===== config.mk =====
export PLATFORM = sky130hd
export DESIGN_NAME = vmac_sched
export DESIGN_NICKNAME = d
export VERILOG_FILES = /design/src/rtl/vmac_sched.sv
export SDC_FILE = /design/constraint.sdc
export NUM_CORES = 1
export LEC_CHECK = 0
export ABC_CLOCK_PERIOD_IN_PS = 2100
export BUFFER_PORTS_ARGS = -buffer_cell sky130_fd_sc_hd__buf_2
export CAP_MARGIN = 20
export CORE_ASPECT_RATIO = 1.2
export CORE_MARGIN = 2
export CORE_UTILIZATION = 48
export CTS_CLUSTER_DIAMETER = 120
export CTS_CLUSTER_SIZE = 40
export DETAILED_ROUTE_END_ITERATION = 7
export PLACE_DENSITY = 0.87
export SLEW_MARGIN = 25
export SYNTH_ARGS = -nofsm -noshare
export SYNTH_HDL_FRONTEND = slang
export SYNTH_SLANG_ARGS = --single-unit

===== constraint.sdc =====
create_clock -name clk -period 2.1 [get_ports clk]
set_input_delay 0 -clock clk [delete_from_list [all_inputs] [get_ports clk]]
set_output_delay 0 -clock clk [all_outputs]
set_load 0.01 [all_outputs]

===== src/rtl/vmac_sched.sv =====
// Issue scheduler for a vector multiply-add unit: it tracks the one MAC in flight,
// stalls hazarding instructions, and sequences start, completion and writeback.
module vmac_sched #(
    parameter int MULADD_OP = 5,
    parameter int TIMEOUT   = 16
) (
    input  logic       clk,
    input  logic       rst,
    input  logic       ext_stall,
    input  logic       issue_valid,
    input  logic [3:0] issue_op,
    input  logic       issue_is_v,
    input  logic [4:0] issue_vd,
    input  logic [4:0] issue_vs1,
    input  logic [4:0] issue_vs2,
    input  logic [4:0] issue_vs3,
    output logic       issue_ready,
    output logic       stall_o,
    output logic       mac_valid,
    input  logic       mac_done,
    output logic       wb_valid,
    output logic [4:0] wb_vd,
    output logic       busy,
    output logic       err,
    input  logic       clr_err
);

    localparam int               CNT_W    = $clog2(TIMEOUT) + 1;
    localparam logic [CNT_W-1:0] CNT_LAST = CNT_W'(TIMEOUT - 1);
    localparam logic [CNT_W-1:0] CNT_MAX  = '1;
    localparam logic [3:0]       OP_MAC   = 4'(MULADD_OP);

    typedef enum logic [1:0] {
        IDLE = 2'd0,
        RUN  = 2'd1,
        DONE = 2'd2
    } state_t;

    state_t           r_state;
    state_t           w_state_nxt;
    logic [4:0]       r_pend_vd;
    logic [CNT_W-1:0] r_cnt;
    logic             r_mac_valid;
    logic [4:0]       r_wb_vd;
    logic             r_err;

    logic w_is_mac;
    logic w_hazard;
    logic w_ready;
    logic w_accept;
    logic w_start;
    logic w_done_ok;
    logic w_timeout;
    logic w_err_set;

    always_comb begin
        w_is_mac  = (issue_op == OP_MAC);
        w_hazard  = issue_is_v && ((issue_vd  == r_pend_vd) || (issue_vs1 == r_pend_vd) ||
                                   (issue_vs2 == r_pend_vd) || (issue_vs3 == r_pend_vd));
        w_ready   = (r_state == IDLE) ? 1'b1 : !(w_is_mac || w_hazard);
        w_accept  = issue_valid && w_ready && !ext_stall;
        w_start   = (r_state == IDLE) && w_accept && w_is_mac;
        // A done coinciding with the start pulse cannot belong to this operation.
        w_done_ok = (r_state == RUN) && mac_done && !r_mac_valid;
        w_timeout = (r_state == RUN) && !w_done_ok && (r_cnt == CNT_LAST);
        w_err_set = w_timeout || (mac_done && (r_state != RUN));
    end

    always_comb begin
        w_state_nxt = r_state;
        case (r_state)
            IDLE: if (w_start) w_state_nxt = RUN;
            RUN: begin
                if (w_done_ok)      w_state_nxt = DONE;
                else if (w_timeout) w_state_nxt = IDLE;
            end
            DONE: if (!ext_stall) w_state_nxt = IDLE;
            default: w_state_nxt = IDLE;
        endcase
    end

    always_ff @(posedge clk or negedge rst) begin
        if (!rst) begin
            r_state     <= IDLE;
            r_pend_vd   <= '0;
            r_cnt       <= '0;
            r_mac_valid <= 1'b0;
            r_wb_vd     <= '0;
            r_err       <= 1'b0;
        end else begin
            r_state     <= w_state_nxt;
            r_mac_valid <= w_start;
            if (w_start) begin
                r_pend_vd <= issue_vd;
                r_cnt     <= '0;
            end else if ((r_state == RUN) && (r_cnt != CNT_MAX)) begin
                r_cnt <= r_cnt + 1'b1;
            end
            if (w_done_ok)
                r_wb_vd <= r_pend_vd;
            // Set has priority over clear.
            if (w_err_set)
                r_err <= 1'b1;
            else if (clr_err)
                r_err <= 1'b0;
        end
    end

    assign issue_ready = w_ready;
    assign stall_o     = issue_valid & !w_ready;
    assign mac_valid   = r_mac_valid;
    assign wb_valid    = (r_state == DONE);
    assign wb_vd       = r_wb_vd;
    assign busy        = (r_state != IDLE);
    assign err         = r_err;

endmodule


## After elaboration in Yosys (flattened, before gate mapping)

Index checks and enable logic that the tools add are counted.

- Register bits after elaboration: 19
- Input port bits: 31

- $add $sub $neg: 1
- Equal/unequal tests: 13
- Multiplexer cells: 10
- Bitwise logic cells: 1
- Reduce and logical (&&, ||, !) cells: 26

Operators by type and width:

| cell | number |
|---|---|
| $eq A5 B5 Y1 | 4 |
| $logic_and A1 B1 Y1 | 11 |
| $mux W5 | 2 |
| $mux W2 | 4 |
| $pmux W2 S3 | 1 |
| $reduce_bool A2 Y1 | 3 |
| $add A5 B1 Y5 const B | 1 |
| $eq A5 B4 Y1 const B | 1 |
| $logic_not A1 Y1 | 5 |
| $logic_or A1 B1 Y1 | 5 |
| $ne A5 B5 Y1 const B | 1 |
| $eq A4 B3 Y1 const B | 1 |
| $ne A2 B2 Y1 const B | 2 |
| $mux W1 | 3 |
| $ne A3 B3 Y1 const B | 1 |
| $reduce_and A3 Y1 | 1 |
| $eq A2 B1 Y1 const B | 1 |
| $eq A2 B2 Y1 const B | 1 |
| $logic_not A2 Y1 | 1 |
| $ne A2 B1 Y1 const B | 1 |
| $and A1 B1 Y1 | 1 |

## Longest topological paths before layout

- Depth in word-level cells: 14
- Depth in mapped cells: 7
- Gate-level depth less buffers: 7

## Least setup slack after synthesis

No wires, ideal clock.

- Kind: register to register
- From: register r_cnt[0]
- To: register r_cnt[3]
- Setup time: 118 ps
- Data arrival time: 1555 ps
- Required time: 1982 ps
- Setup slack: 427 ps
- Cell stages (with the launch flop): 8
- Path buffers: 0
- Period minus slack after synthesis: 1673 ps
- Cells stage by stage: dfrtp_1 -> ha_1 -> and3_1 -> ha_1 -> nor2_1 -> nand4_1 -> xor2_1 -> nor2_1

- Longest elaborated chain between the ends: 3
- Elaborated cells on any way between the ends: 6
- Classes of those cells: add/sub: 1; eq/ne: 1; mux: 2; reduce/logical: 2

RTL lines:

| element | RTL line | RTL |
|---|---|---|
| start: declaration | 42 | `logic [CNT_W-1:0] r_cnt;` |
| start signal: assignment | 97 | `r_cnt <= r_cnt + 1'b1;` |
| $add A5 B1 Y5 / $ne A5 B5 Y1 (equally long branches) | 97, 96 |  |
| $mux W5 / $logic_and A1 B1 Y1 (equally long branches) | 96 | `end else if ((r_state == RUN) && (r_cnt != CNT_MAX)) begin` |
| $mux W5 / $reduce_bool A2 Y1 (equally long branches) | - |  |

Several ways; a longest one is shown, not always the timed one. The select of a mux whose other input is x is not followed.
A chain may end at the register's enable or synchronous reset.

## Worst setup path in the final report

Same ends and word-level chain as after synthesis.

==> metrics <==
Final min period=1.93 ns; status=completed; Fillers=200; worst setup margin=0.174 ns; Synth Flop Type=dfrtp_1; pre-CTS setup slack=0.224 ns; Tightest Pin Transition=0.476 ns; crit path buf inv count=0; first-pass GRT wire length=3350 um; total track usage=17.1%; die area=2710 um^2; initial antenna violation count=0; peak supply drop=526 uV; worst reg-to-reg path cell count=7; Placer Congestion=0.742; worst skew pair latency=0.28 ns; crit-path cells=ha_1 -> and3_1 -> ha_1 -> nor2_1 -> nand4_1 -> xor2_1 -> nor2_1; Worst Hold Endpoint=err; CP arrival=2.09 ns; CTS clk-pin slew, worst paths=0.10 ns; Pins Over Slew Limit=0; Vias=850; Final setup viols=0; Detail Route Antenna Nets=0; Slowest-stage cell, CP=dfrtp_1; highest metal used=met4; sequential share of power=53.1%; drt pass-1 iters=3; sequential area share after synthesis=42.9%; Warnings, synthesis=0; Comb pwr share=30.5%; critical path depth in cells=7; Worst Hold Launch=clr_err; Sink Count=19; TritonCTS Buffers=3; switch share=32.0%; 1st-iter DRT viols=4; Post-Syn Area per Cell=11.2 um^2; core area=2230 um^2; delay-heaviest family, CP=simple AND/OR/NAND/NOR gates; Max H-tree Level=1; Placement Rows=19; # IOs=42; crit path capture type=flop; die height=56.6 um; most common cell after layout, fill and taps aside=buf_2; Routed Wire Length=2250 um; Yosys cell types=25; unrepaired setup endpoints after global routing=no; DR DRC count=0; PD cells=735 nW/um^2; FF-to-FF setup slack=0.17 ns; Max Clock Freq=519 MHz; clk_skew=0.00436 ns; M1 WL=889 um; global-route congestion overflow total=0; clock power share=16.5%; met2 WL=1230 um; largest net degree at the start of global routing=20; clk buf depth=2; NetSw=329 uW; Area Overhead vs Synth=26.6%; share of cells above drive strength 1=39.0%; Initial Util=49.6%; internal power=700 uW; met3 wire length=122 um; vias in the first global route=860; Pleak=0.710 nW; r2r startpoint=r_cnt[0]; n_diodes=0; most frequent cells in the layout=buf_2, dfrtp_1, xnor2_1; die width=47.8 um; syn nets=133; final hold violations=0; Post-Syn Area=1110 um^2; RR Endpoint=r_cnt[3]; detailed placer's ending HPWL=1760 um; max-cap violations=0; Final Cycle Share=91.7%; Post-synth EDFFs=0; CTS tree=done; worst-path maximum fanout=6; FFs w/ async S/R, synth=100%; Vias/cell=4.80; WP data required=2.27 ns; critical path class=reg2reg; crit start category=flop; setup TNS=0 ns; IO Port Bufs=41; WL per Instance=12.7 um; root buffer cell=clkbuf_4; Final Power=1.03 mW; fin nets=181; Min-Delay Path Class=in2reg; Worst slew margin=68.1%; CP peak stage delay=0.42 ns; Synth Instances=99; Yosys reg bits=19; hold depth=4
## final cells by class
| type | count | area [um^2] | area share [%] |
|---|---|---|---|
| clock buffer | 4 | 26.3 | 1.88 |
| inverter | 2 | 7.51 | 0.536 |
| multi-input combinational | 72 | 568 | 40.5 |
| sequential | 19 | 475 | 33.9 |
| tap | 31 | 38.8 | 2.77 |
| timing repair buffer | 49 | 285 | 20.4 |
## repair_timing
action                                 CTS  global route
setup buffers                            0             0
endpoints found under the hold margin   26             0
gates resized for setup                  0             0
hold buffers                             8             0
## power groups by stage
stage	clock network (mW)	logic (mW)	registers (mW)
finish	0.169	0.314	0.546
global route	0.189	0.343	0.556
CTS	0.177	0.317	0.543
detailed placement	0	0.303	0.550
global placement	0	0.279	0.542
floorplan	0	0.265	0.508
## sequential cells by signal, summed over array words and instances (netlist names)
register / cells
err: 1
mac_valid: 1
r_cnt: 5
r_pend_vd: 5
r_state: 2
wb_vd: 5
## cell usage after synthesis, types with 2 or more instances
master | count | area [um^2]
buf_6 | 3 | 33.8
nor2_1 | 6 | 22.5
xor2_1 | 10 | 87.6
buf_4 | 3 | 22.5
xnor2_1 | 13 | 114
o21ai_0 | 3 | 15.0
nor2b_1 | 2 | 12.5
nand3_1 | 4 | 20.0
and4bb_2 | 2 | 25.0
a21oi_1 | 2 | 10.0
nor3_1 | 4 | 20.0
nand2_1 | 2 | 7.51
dfrtp_1 | 19 | 475
nand2b_1 | 3 | 18.8
inv_1 | 2 | 7.51
ha_1 | 3 | 37.5
mux2_2 | 10 | 113
## tightest hold or removal path, stage by stage
cell     delay, ns
buf_2         0.07
nor2b_1       0.03
a21oi_1       0.09
o21ai_0       0.09
## metal layers
metal / vias to the layer above / GRT usage, %
li1: 428 / -
met1: 396 / 18.2
met2: 24 / 33.0
met3: 2 / 1.93
met4: 0 / 3.47
met5: - / 0
## how the worst max path moves through the flow
stage / from / end / slack, ns
3_3_place_gp: r_cnt[0] / r_cnt[3] / 0.37
4_1_cts: r_pend_vd[0] / stall_o / 0.19
6_report: r_cnt[0] / r_cnt[3] / 0.17
3_5_place_dp: r_cnt[0] / r_cnt[3] / 0.22
5_1_grt: r_cnt[0] / r_cnt[3] / 0.05
2_1_floorplan: r_cnt[0] / r_cnt[3] / 0.43
## stage by stage
step	utilization (%)	hold slack, ns	cells	instance area [um^2]
after global routing	62.7	0.0803	177	1400
after global placement	58.0	-0.0517	165	1290
after CTS	62.7	0.0489	177	1400
after detailed placement	58.0	-0.0464	165	1290
after floorplan	-	-0.296	99	1110
final	62.7	0.0462	177	1400
## cells by family after synthesis
logic type	Yosys count	share of synthesized area [%]
AOI/OAI and AO/OA	10	6.22
and+or+nand+nor	26	13.3
xor gates and xnor gates	23	18.2
buffers and inverters	8	5.76
muxes	10	10.2
DFF	19	42.9
adders and majority gates	3	3.39
(Power assumes the default switching activity.)
